### config.mk
export PLATFORM = sky130hd
export DESIGN_NAME = vec_addsub_unit
export DESIGN_NICKNAME = d
export VERILOG_FILES = /design/src/rtl/vec_addsub_unit.sv
export SDC_FILE = /design/constraint.sdc
export NUM_CORES = 1
export LEC_CHECK = 0
export CAP_MARGIN = 0
export CORE_MARGIN = 1
export CORE_UTILIZATION = 50
export DETAILED_ROUTE_END_ITERATION = 6
export PLACE_DENSITY = 0.8
export SETUP_SLACK_MARGIN = 0.2
export SYNTH_ARGS = -nofsm -noshare
export SYNTH_HDL_FRONTEND = slang
export SYNTH_SLANG_ARGS = --single-unit
### constraint.sdc
create_clock -name clk -period 5.1 [get_ports clk]
set_input_delay 0.51 -clock clk [delete_from_list [all_inputs] [get_ports clk]]
set_output_delay 0.51 -clock clk [all_outputs]
set_load 0.01 [all_outputs]
### src/rtl/vec_addsub_unit.sv
// Multi-cycle vector add/subtract unit: LANES elements per beat, per-element signed-overflow flags.
// Define VEC_ADDSUB_SAT_EN to honour op_sat (signed saturation); otherwise results always wrap.
module vec_addsub_unit #(
    parameter int WIDTH = 8,
    parameter int LANES = 4,
    parameter int VLEN  = 16
) (
    input  logic                    clk,
    input  logic                    rst_n,
    input  logic                    in_valid,
    output logic                    in_ready,
    input  logic                    op_sub,
    input  logic                    op_sat,
    input  logic [VLEN*WIDTH-1:0]   in_a,
    input  logic [VLEN*WIDTH-1:0]   in_b,
    output logic                    out_valid,
    input  logic                    out_ready,
    output logic [VLEN*WIDTH-1:0]   out_res,
    output logic [VLEN-1:0]         out_ovf
);

    localparam int NBEATS = VLEN / LANES;
    localparam int BEAT_W = (NBEATS > 1) ? $clog2(NBEATS) : 1;

    localparam logic [1:0] IDLE = 2'd0;
    localparam logic [1:0] RUN  = 2'd1;
    localparam logic [1:0] DONE = 2'd2;

    logic [1:0]              state_q, state_d;
    logic [BEAT_W-1:0]       beat_q, beat_d;
    logic [VLEN*WIDTH-1:0]   a_q, a_d;
    logic [VLEN*WIDTH-1:0]   b_q, b_d;
    logic                    sub_q, sub_d;
    logic                    sat_q, sat_d;
    logic [VLEN*WIDTH-1:0]   res_q, res_d;
    logic [VLEN-1:0]         ovf_q, ovf_d;
    logic                    load;
    logic                    satActive;

`ifdef VEC_ADDSUB_SAT_EN
    assign satActive = sat_q;
`else
    assign satActive = 1'b0;
`endif

    // Returns {ovf, result}; each element is independent, no carry crosses lanes.
    function automatic logic [WIDTH:0] laneCalc(
        input logic [WIDTH-1:0] a,
        input logic [WIDTH-1:0] b,
        input logic             sub,
        input logic             sat
    );
        logic [WIDTH-1:0] bEff;
        logic [WIDTH-1:0] sum;
        logic [WIDTH-1:0] r;
        logic             ovf;
        bEff = sub ? ~b : b;
        sum  = a + bEff + {{(WIDTH-1){1'b0}}, sub};
        ovf  = (a[WIDTH-1] == bEff[WIDTH-1]) && (sum[WIDTH-1] != a[WIDTH-1]);
        r    = sum;
        if (sat && ovf) begin
            r = a[WIDTH-1] ? {1'b1, {(WIDTH-1){1'b0}}} : {1'b0, {(WIDTH-1){1'b1}}};
        end
        return {ovf, r};
    endfunction

    assign in_ready  = (state_q == IDLE) || ((state_q == DONE) && out_ready);
    assign load      = in_valid && in_ready;
    assign out_valid = (state_q == DONE);
    assign out_res   = res_q;
    assign out_ovf   = ovf_q;

    always_comb begin
        int idx;
        logic [WIDTH:0] laneOut;
        idx     = 0;
        laneOut = '0;
        state_d = state_q;
        beat_d  = beat_q;
        a_d     = a_q;
        b_d     = b_q;
        sub_d   = sub_q;
        sat_d   = sat_q;
        res_d   = res_q;
        ovf_d   = ovf_q;

        case (state_q)
            IDLE: begin
                if (in_valid) begin
                    state_d = RUN;
                end
            end
            RUN: begin
                for (int l = 0; l < LANES; l++) begin
                    idx     = int'(beat_q) * LANES + l;
                    laneOut = laneCalc(a_q[idx*WIDTH +: WIDTH], b_q[idx*WIDTH +: WIDTH],
                                       sub_q, satActive);
                    res_d[idx*WIDTH +: WIDTH] = laneOut[WIDTH-1:0];
                    ovf_d[idx]                = laneOut[WIDTH];
                end
                if (beat_q == BEAT_W'(NBEATS - 1)) begin
                    state_d = DONE;
                    beat_d  = '0;
                end else begin
                    beat_d = beat_q + 1'b1;
                end
            end
            DONE: begin
                if (out_ready) begin
                    state_d = in_valid ? RUN : IDLE;
                end
            end
            default: state_d = IDLE;
        endcase

        // Back-to-back issue from DONE shares this capture path with IDLE.
        if (load) begin
            a_d    = in_a;
            b_d    = in_b;
            sub_d  = op_sub;
            sat_d  = op_sat;
            beat_d = '0;
        end
    end

    always_ff @(posedge clk or negedge rst_n) begin
        if (!rst_n) begin
            state_q <= IDLE;
            beat_q  <= '0;
            a_q     <= '0;
            b_q     <= '0;
            sub_q   <= 1'b0;
            sat_q   <= 1'b0;
            res_q   <= '0;
            ovf_q   <= '0;
        end else begin
            state_q <= state_d;
            beat_q  <= beat_d;
            a_q     <= a_d;
            b_q     <= b_d;
            sub_q   <= sub_d;
            sat_q   <= sat_d;
            res_q   <= res_d;
            ovf_q   <= ovf_d;
        end
    end

endmodule

==> results of run 1 <==
==> where the power goes <==
| part | total, mW | internal [mW] | switching [mW] |
|---|---|---|---|
| sequential | 5.65 | 4.67 | 0.977 |
| combinational | 11.0 | 4.98 | 6.04 |
| clock | 3.15 | 1.90 | 1.24 |
| total | 19.8 | 11.6 | 8.26 |
==> cell usage after synthesis, types with 12 or more instances <==
cell | instances | share of area [%]
nor2_1 | 23 | 0.48
dfrtp_1 | 405 | 56
mux4_2 | 64 | 8.0
a32o_1 | 12 | 0.66
clkbuf_1 | 58 | 1.2
xnor2_1 | 17 | 0.82
mux2_2 | 258 | 16
ha_1 | 32 | 2.2
a31oi_1 | 17 | 0.59
inv_1 | 12 | 0.25
a21o_1 | 12 | 0.50
xor2_1 | 38 | 1.8
nand2_1 | 49 | 1.0
a22o_1 | 84 | 4.1
o21ai_0 | 40 | 1.1
a21oi_1 | 17 | 0.47
==> layer usage <==
metal  track usage (%)  wire (µm)  up-vias
met5                 0         13        -
met2              42.9      23400      437
met4              9.09       1350        2
met3              5.90       3250       82
li1                  -          -     5504
met1              36.1      20600     6303
==> kinds of logic (layout without fill, tap and decap cells) <==
| family | Yosys count | after routing | synth area share, % |
|---|---|---|---|
| xor+xnor | 55 | 55 | 2.67 |
| other cells | 0 | 9 | 0 |
| flops | 405 | 405 | 56.1 |
| simple gates | 131 | 131 | 3.62 |
| compound gates | 208 | 208 | 8.64 |
| fa+ha+maj | 36 | 36 | 2.66 |
| buf+inv | 86 | 518 | 1.90 |
| mux | 327 | 327 | 24.4 |
==> stage by stage <==
step           instances  setup WS [ps]  area, µm²
3_5_place_dp        2064            959      22700
4_1_cts             2141            943      24100
6_report            2150            955      24100
5_1_grt             2149            735      24100
2_1_floorplan       1248            919      18100
3_3_place_gp        2064           1020      22700
==> worst max-delay path, stage by stage (launching register included) <==
cell and delay (ps):
dfrtp_4 780, buf_4 420, mux4_2 600, xor2_1 170, ha_1 400, and4_1 230
and3_1 180, a2111o_1 450, or3_1 470, a32o_1 290
==> worst paths after layout <==
path	endpoint	from	depth (start not counted)	slack, ps
max	out_res[103]$_DFFE_PN0P_	beat_q[0]$_DFFE_PN0P_	9	960
min	out_res[113]$_DFFE_PN0P_	rst_n	1	20
max reg2reg	out_res[103]$_DFFE_PN0P_	beat_q[0]$_DFFE_PN0P_	9	960
min reg2reg	out_res[5]$_DFFE_PN0P_	out_res[5]$_DFFE_PN0P_	2	480
max in group asynchronous	b_q[68]$_DFFE_PN0P_	rst_n	2	3690
min in group clk	out_res[5]$_DFFE_PN0P_	out_res[5]$_DFFE_PN0P_	2	480
==> registers in the layout, indices dropped and copies added, names as in the netlist <==
register  flops
a_q         128
state_q       2
b_q         128
beat_q        2
sub_q         1
out_res     128
out_ovf      16
==> cell type report <==
class                   instances  area share, %
repair buffers                429           17.9
diodes                          9         0.0933
inverters                      12          0.187
clock inverters                 8          0.529
multi-input cells             757           31.5
well taps                     461           2.39
flip-flops and latches        405           42.0
clock buffers                  69           5.41
==> metrics.txt, run 1 <==
status=finished, final reports clean; Die Height=192 µm; Power Total=19.8 mW; Max Clk Rate=241 MHz; Starting Density=50.8%; layout cells sized above 1=25.1%; core box area=35600 µm²; initial antenna violation count=9; Final Max Slew Viols=0; die area=36900 µm²; critical path required time=5520 ps; Setup TNS=0 ps; arrival time of the worst setup path=4570 ps; wire length per cell=22.6 µm; vias in the first global route=12900; vias per cell=5.73; GRT Resource Usage Total=26.7%; worst slew pin tran=1130 ps; htree depth=2; crit share post-route=81.3%; first-pass GRT wire length=74800 µm; final WL=48600 µm; RSZ-0062 raised after global routing=false; maxcap violations=0; # DRC=0; Syn Nets=1546; final RePlAce weighted congestion=0.881; CTS tree=built; Startpoint Class=flop; CP Capture Type=flop; CTS root buf=clkbuf_16; P&R area growth vs syn=33.7%; fillers=2534; Register Area=10100 µm²; GR Overflow Total=0; Post-synth EDFFs=0; FP Rows=69; Fin Clk Skew=18.6 ps; largest net degree at the start of global routing=148; Crit Path Max Fanout=26; clock slew at the register clock pins of the worst setup and hold paths=60 ps; final setup vio count=0; final hold slack=23.6 ps; post-layout util=67.9%; most frequent cells in the layout=clkdlybuf4s50_1, dfrtp_1, mux2_2; Syn Area/Cell=14.5 µm²; buffer count from post-CTS setup fixing=0; static leakage=10.1 nW; synthesized flop and latch total=405; post_cts resized=0; Ports=408; commonest non-fill, non-tap cell in the layout=clkdlybuf4s50_1; Post-synth ARST share=100%; antenna viol nets, final=0; Final Critical Period=4140 ps; area of the mapped netlist=18100 µm²; area of the multi-input gates=7610 µm²; nets=1946; Hold Fails Final Rpt=0; critical path type=reg2reg; later-pin clock latency in the skew report=540 ps; ys flop type=dfrtp_1; DRT Pass-1 Iters=5; Die W=192 µm; Vias=12300; register area share after synthesis=56.1%; maximum vdd drop=0.507 mV; PD cells=821 nW/µm²; DP Wirelength=35700 µm; Slew HR=23.5%; DRT iter0 DRCs=722; port buffer count=406; Synth cell types=47; Post-CTS Hold Buffers=0; total number of yosys warnings=0; cells after synthesis=1248; clk buf depth=3; TritonCTS Buffers=43; hold crit path type=in2async; CTS sink cnt=405
Power figures use the tool's default switching activity.
==> inputs of run 2 (changes only) <==
Settings changed: CORE_UTILIZATION 50 to 46, PLACE_DENSITY 0.8 to 0.77.
Clock period 5.1 ns to 3.6 ns, I/O delays scaled along.
==> run 2 against run 1 <==
  * Die area increased by 8.6%
  * Routed wire length up 4.4%
  * Flip-flop and latch count unchanged
  * Maximum frequency increased by 25%
  * Clock power is 40% higher
  * Core utilization shrank 3.8 points
  * Combinational power increased by 55%
  * Clock skew fell by 3.7 ps
  * Critical path type unchanged
==> metrics.txt, run 2 (same netlist as run 1, synthesis figures left out) <==
status=finished, final reports clean; Hold Fails Final Rpt=0; clock slew at the register clock pins of the worst setup and hold paths=60 ps; P&R area growth vs syn=37.1%; htree depth=2; core box area=38600 µm²; die area=40100 µm²; PD cells=1180 nW/µm²; hold crit path type=in2async; Vias=12600; final WL=50800 µm; GR Overflow Total=0; CTS sink cnt=405; nets=1988; maxcap violations=0; FP Rows=72; DRT Pass-1 Iters=5; Startpoint Class=flop; vias per cell=5.58; commonest non-fill, non-tap cell in the layout=clkdlybuf4s50_1; CP bufs+invs=2; crit path max-delay cell type=mux4_2; layout cells sized above 1=28.4%; CP Capture Type=flop; DRT iter0 DRCs=664; clk buf depth=3; Max Clk Rate=301 MHz; most frequent cells in the layout=clkdlybuf4s50_1, dfrtp_1, mux2_2; later-pin clock latency in the skew report=570 ps; Post-DP Area=23000 µm²; antenna viol nets, final=0; vias in the first global route=13100; Ports=408; Final Max Slew Viols=0; Crit Path Max Fanout=15; static leakage=10.3 nW; Fin Clk Skew=14.9 ps; final setup vio count=0; critical path required time=4080 ps; Die Height=200 µm; RSZ-0062 raised after global routing=true; Design Area, Final=24800 µm²; largest net degree at the start of global routing=95; crit share post-route=92.3%; reg-to-reg critical path startpoint=beat_q[0]$_DFFE_PN0P_; R2R cell count=10; final RePlAce weighted congestion=0.865; port buffer count=406; DP Wirelength=37600 µm; # DRC=0; critical path type=reg2reg; slowest stage delay, CP=570 ps; wire length per cell=22.6 µm; fillers=2835; first-pass GRT wire length=78000 µm; reg2reg end=out_ovf[8]$_DFFE_PN0P_; TritonCTS Buffers=43; Die W=200 µm; Crit path max-delay family=compound AO/OA/AOI/OAI gates; Worst R2R Setup Slack=280 ps; most used cell along the critical path=buf_12; arrival time of the worst setup path=3800 ps; Final Critical Period=3320 ps; maximum vdd drop=0.760 mV; initial antenna violation count=11; Starting Density=46.7%; Setup TNS=0 ps; CP cell instances=buf_12, buf_12, mux4_2, xor2_4, ha_4, a21oi_2, a211oi_1, a2111o_1, or4b_4, a31oi_2; CTS tree=built; GRT Resource Usage Total=25.5%; CTS root buf=clkbuf_16; worst slew pin tran=851 ps; Slew HR=43.2%
[run 2: cell count changes in the layout (fill, tap and decap cells not counted), moves of 3 or more]
| cell | before | now |
|---|---|---|
| buf_4 | 17 | 48 |
| clkbuf_1 | 15 | 10 |
| buf_12 | 6 | 14 |
| o311ai_0 | 3 | 0 |
| clkinv_2 | 1 | 6 |
| xor2_1 | 38 | 31 |
| a21oi_1 | 17 | 14 |
| xor2_2 | 0 | 6 |
| a21oi_2 | 0 | 3 |
[run 2: per-layer routing]
layer | wire, µm | vias to the layer above | global-route usage (%)
li1 | - | 5571 | -
met1 | 21600 | 6413 | 34.5
met2 | 24100 | 480 | 39.8
met3 | 3570 | 91 | 6.80
met4 | 1430 | 4 | 8.93
met5 | 29 | - | 0
[run 2: power breakdown]
| group | internal, mW | switching (mW) | leakage (nW) |
|---|---|---|---|
| clock | 2.58 | 1.82 | 0.690 |
| sequential | 6.63 | 1.23 | 4.99 |
| combinational | 7.80 | 9.18 | 4.64 |
[run 2: metrics by stage]
stage / power, mW / hold slack [ps] / util (%) / std cells / setup slack [ps]
CTS: 28.9 / 372 / 63.5 / 2229 / 212
floorplan: 18.3 / 64.4 / - / 1248 / 146
global placement: 23.6 / 446 / 59.6 / 2144 / 126
finish: 29.2 / 395 / 64.1 / 2250 / 279
global route: 31.0 / 381 / 64.1 / 2250 / 174
detailed placement: 24.2 / 453 / 59.6 / 2144 / 22.4
[run 2: worst max-delay path by stage]
stage / cells after the start / slack, ps / start / endpoint
2_1_floorplan: 13 / 150 / beat_q[0]$_DFFE_PN0P_ / out_res[103]$_DFFE_PN0P_
3_3_place_gp: 9 / 130 / beat_q[1]$_DFFE_PN0P_ / out_res[118]$_DFFE_PN0P_
3_5_place_dp: 9 / 20 / beat_q[1]$_DFFE_PN0P_ / out_res[86]$_DFFE_PN0P_
4_1_cts: 11 / 210 / beat_q[0]$_DFFE_PN0P_ / out_res[46]$_DFFE_PN0P_
5_1_grt: 10 / 170 / beat_q[0]$_DFFE_PN0P_ / out_ovf[4]$_DFFE_PN0P_
6_report: 10 / 280 / beat_q[0]$_DFFE_PN0P_ / out_ovf[8]$_DFFE_PN0P_
[run 2: layout make-up]
cell class                      instances  area [µm²]  share of cell area, %
Clock inverter                         14         140                  0.566
Inverter                               12        45.0                  0.182
Timing Repair Buffer                  471        4750                   19.2
Sequential cell                       405       10100                   41.0
Multi-Input combinational cell        757        7750                   31.3
Clock buffer                           64        1260                   5.11
Tap cell                              518         648                   2.62
Antenna cell                            9        22.5                 0.0909
[run 2: repair_timing]
action | 4_1_cts | 5_1_grt
hold endpoints to repair | 87 | 0
resized for setup | 7 | 16
hold buffers | 1 | 0
setup buffers | 6 | 12
setup endpoints to repair | 41 | 43
[run 2: worst reg2reg max path, stage by stage (launching register included)]
cell and delay [ps]:
dfrtp_4 470, buf_12 190, buf_12 130, mux4_2 570
xor2_4 200, ha_4 300, a21oi_2 180, a211oi_1 90
a2111o_1 410, or4b_4 570, a31oi_2 150
==> inputs of run 3 (changes only) <==
Settings changed: CORE_ASPECT_RATIO from default to 0.8.
==> run 3 against run 2 <==
  * Total power increased by 0.87%
  * Core utilization barely moved
  * Largest power group unchanged
  * Global-route usage shrank 0.20 points
==> metrics.txt, run 3 (same netlist as run 1, synthesis figures left out) <==
DRT iter0 DRCs=986; maxcap violations=0; antenna viol nets, final=0; Critical path origin=beat_q[0]$_DFFE_PN0P_; Starting Density=47.0%; most used cell along the critical path=a21o_1; FP Rows=64; Clock Power Share=15.0%; critical path required time=4070 ps; worst slew pin tran=881 ps; PD cells=1200 nW/µm²; Die W=224 µm; Slew HR=40.7%; status=finished, final reports clean; initial antenna violation count=12; Setup TNS=0 ps; Crit Path Max Fanout=13; clk buf depth=3; Psw=12.3 mW; final setup vio count=0; final RePlAce weighted congestion=0.885; hold crit path type=in2async; CTS tree=built; final hold slack=428 ps; critical path type=reg2reg; switch share=41.6%; first-pass GRT wire length=76600 µm; fillers=2860; Register Area=10100 µm²; die area=40100 µm²; htree depth=2; static leakage=10.3 nW; nets=1973; crit share post-route=93.5%; GR Overflow Total=0; final WL=51000 µm; DRT Pass-1 Iters=5; TritonCTS Buffers=42; largest net degree at the start of global routing=97; Final Critical Period=3370 ps; Hold Fails Final Rpt=0; Internal Pwr Total=17.2 mW; maximum vdd drop=0.898 mV; slowest stage delay, CP=530 ps; DP Wirelength=37500 µm; CP Capture Type=flop; CP cell instances=buf_16, buf_4, mux4_2, xor2_1, fa_1, a21o_1, a21o_1, a2111o_1, o311ai_2, a22o_1; vias in the first global route=12800; wire length per cell=23.1 µm; RSZ-0062 raised after global routing=true; later-pin clock latency in the skew report=540 ps; crit path max-delay cell type=dfrtp_4; Flop pwr share=26.3%; P&R area growth vs syn=36.4%; CTS sink cnt=405; Logic pwr share=58.6%; clock slew at the register clock pins of the worst setup and hold paths=60 ps; Fin Clk Skew=14.0 ps; Final Max Slew Viols=0; area of the multi-input gates=7740 µm²; CTS root buf=clkbuf_16; vias per cell=5.63; Max Clk Rate=297 MHz; layout cells sized above 1=27.7%; arrival time of the worst setup path=3840 ps; reg-to-reg critical path startpoint=beat_q[0]$_DFFE_PN0P_; commonest non-fill, non-tap cell in the layout=clkdlybuf4s50_1; Ports=408; Vias=12400; port buffer count=406; # DRC=0; Startpoint Class=flop; most frequent cells in the layout=clkdlybuf4s50_1, dfrtp_1, mux2_2; core box area=38400 µm²; GRT Resource Usage Total=25.3%; Die Height=179 µm
==> run 3: per-layer routing <==
layer	global-route usage, %	vias to the layer above	share of wire [%]
met5	0	-	0.12
met4	7.11	10	1.9
met3	6.90	76	7.7
met2	37.4	429	45
met1	36.8	6391	45
li1	-	5516	-
==> run 3: area by class of cell <==
cell class | instances | area share (%)
Multi-Input combinational cell | 757 | 31.4
Sequential cell | 405 | 41.2
Tap cell | 495 | 2.51
Inverter | 12 | 0.183
Antenna cell | 7 | 0.0711
Clock buffer | 59 | 4.95
Timing Repair Buffer | 457 | 19.0
Clock inverter | 14 | 0.741
==> run 3: final timing paths <==
| kind | cells after the start | slack [ps] | endpoint |
|---|---|---|---|
| worst max-delay path | 10 | 230 | out_res[126]$_DFFE_PN0P_ |
| worst min-delay path | 2 | 430 | out_res[77]$_DFFE_PN0P_ |
| worst max register to register | 10 | 230 | out_res[126]$_DFFE_PN0P_ |
| worst min register to register | 2 | 480 | out_res[14]$_DFFE_PN0P_ |
| max in group asynchronous | 3 | 2210 | b_q[0]$_DFFE_PN0P_ |
| min in group clk | 2 | 430 | a_q[17]$_DFFE_PN0P_ |
==> run 3: power groups by stage <==
| stage | Combinational [mW] | Clock, mW | Sequential [mW] |
|---|---|---|---|
| after global placement | 16.0 | 0 | 7.69 |
| after CTS | 16.5 | 4.53 | 7.75 |
| after floorplan | 10.6 | 0 | 7.65 |
| after global routing | 18.6 | 4.73 | 8.02 |
| after detailed placement | 16.4 | 0 | 7.82 |
| final | 17.3 | 4.44 | 7.76 |
==> run 3: metrics by stage <==
step	cells	power, mW	setup slack [ps]	util (%)	area, µm²
after global routing	2204	31.4	131	64.1	24600
after detailed placement	2113	24.2	112	59.7	22900
after floorplan	1248	18.3	146	-	18200
after CTS	2187	28.8	175	63.4	24400
final	2206	29.5	233	64.1	24600
after global placement	2113	23.6	144	59.7	22900
==> run 3: worst max-delay path, delay by kind of cell, from the launching register on <==
family | cells | cell delay (ps)
muxes | 1 | 500
xor gates and xnor gates | 1 | 240
AOI/OAI and AO/OA | 5 | 1200
DFF | 1 | 530
buffers and inverters | 2 | 320
adders and majority gates | 1 | 490
==> run 3: repair_timing <==
| item | 4_1_cts | 5_1_grt |
|---|---|---|
| hold buffers | 1 | 0 |
| endpoints found under the hold margin | 74 | 0 |
| gates resized for setup | 5 | 25 |
| endpoints found under the setup margin | 32 | 48 |
| gates cloned | 0 | 3 |
| pin swaps | 0 | 6 |
| buffers inserted | 0 | 9 |
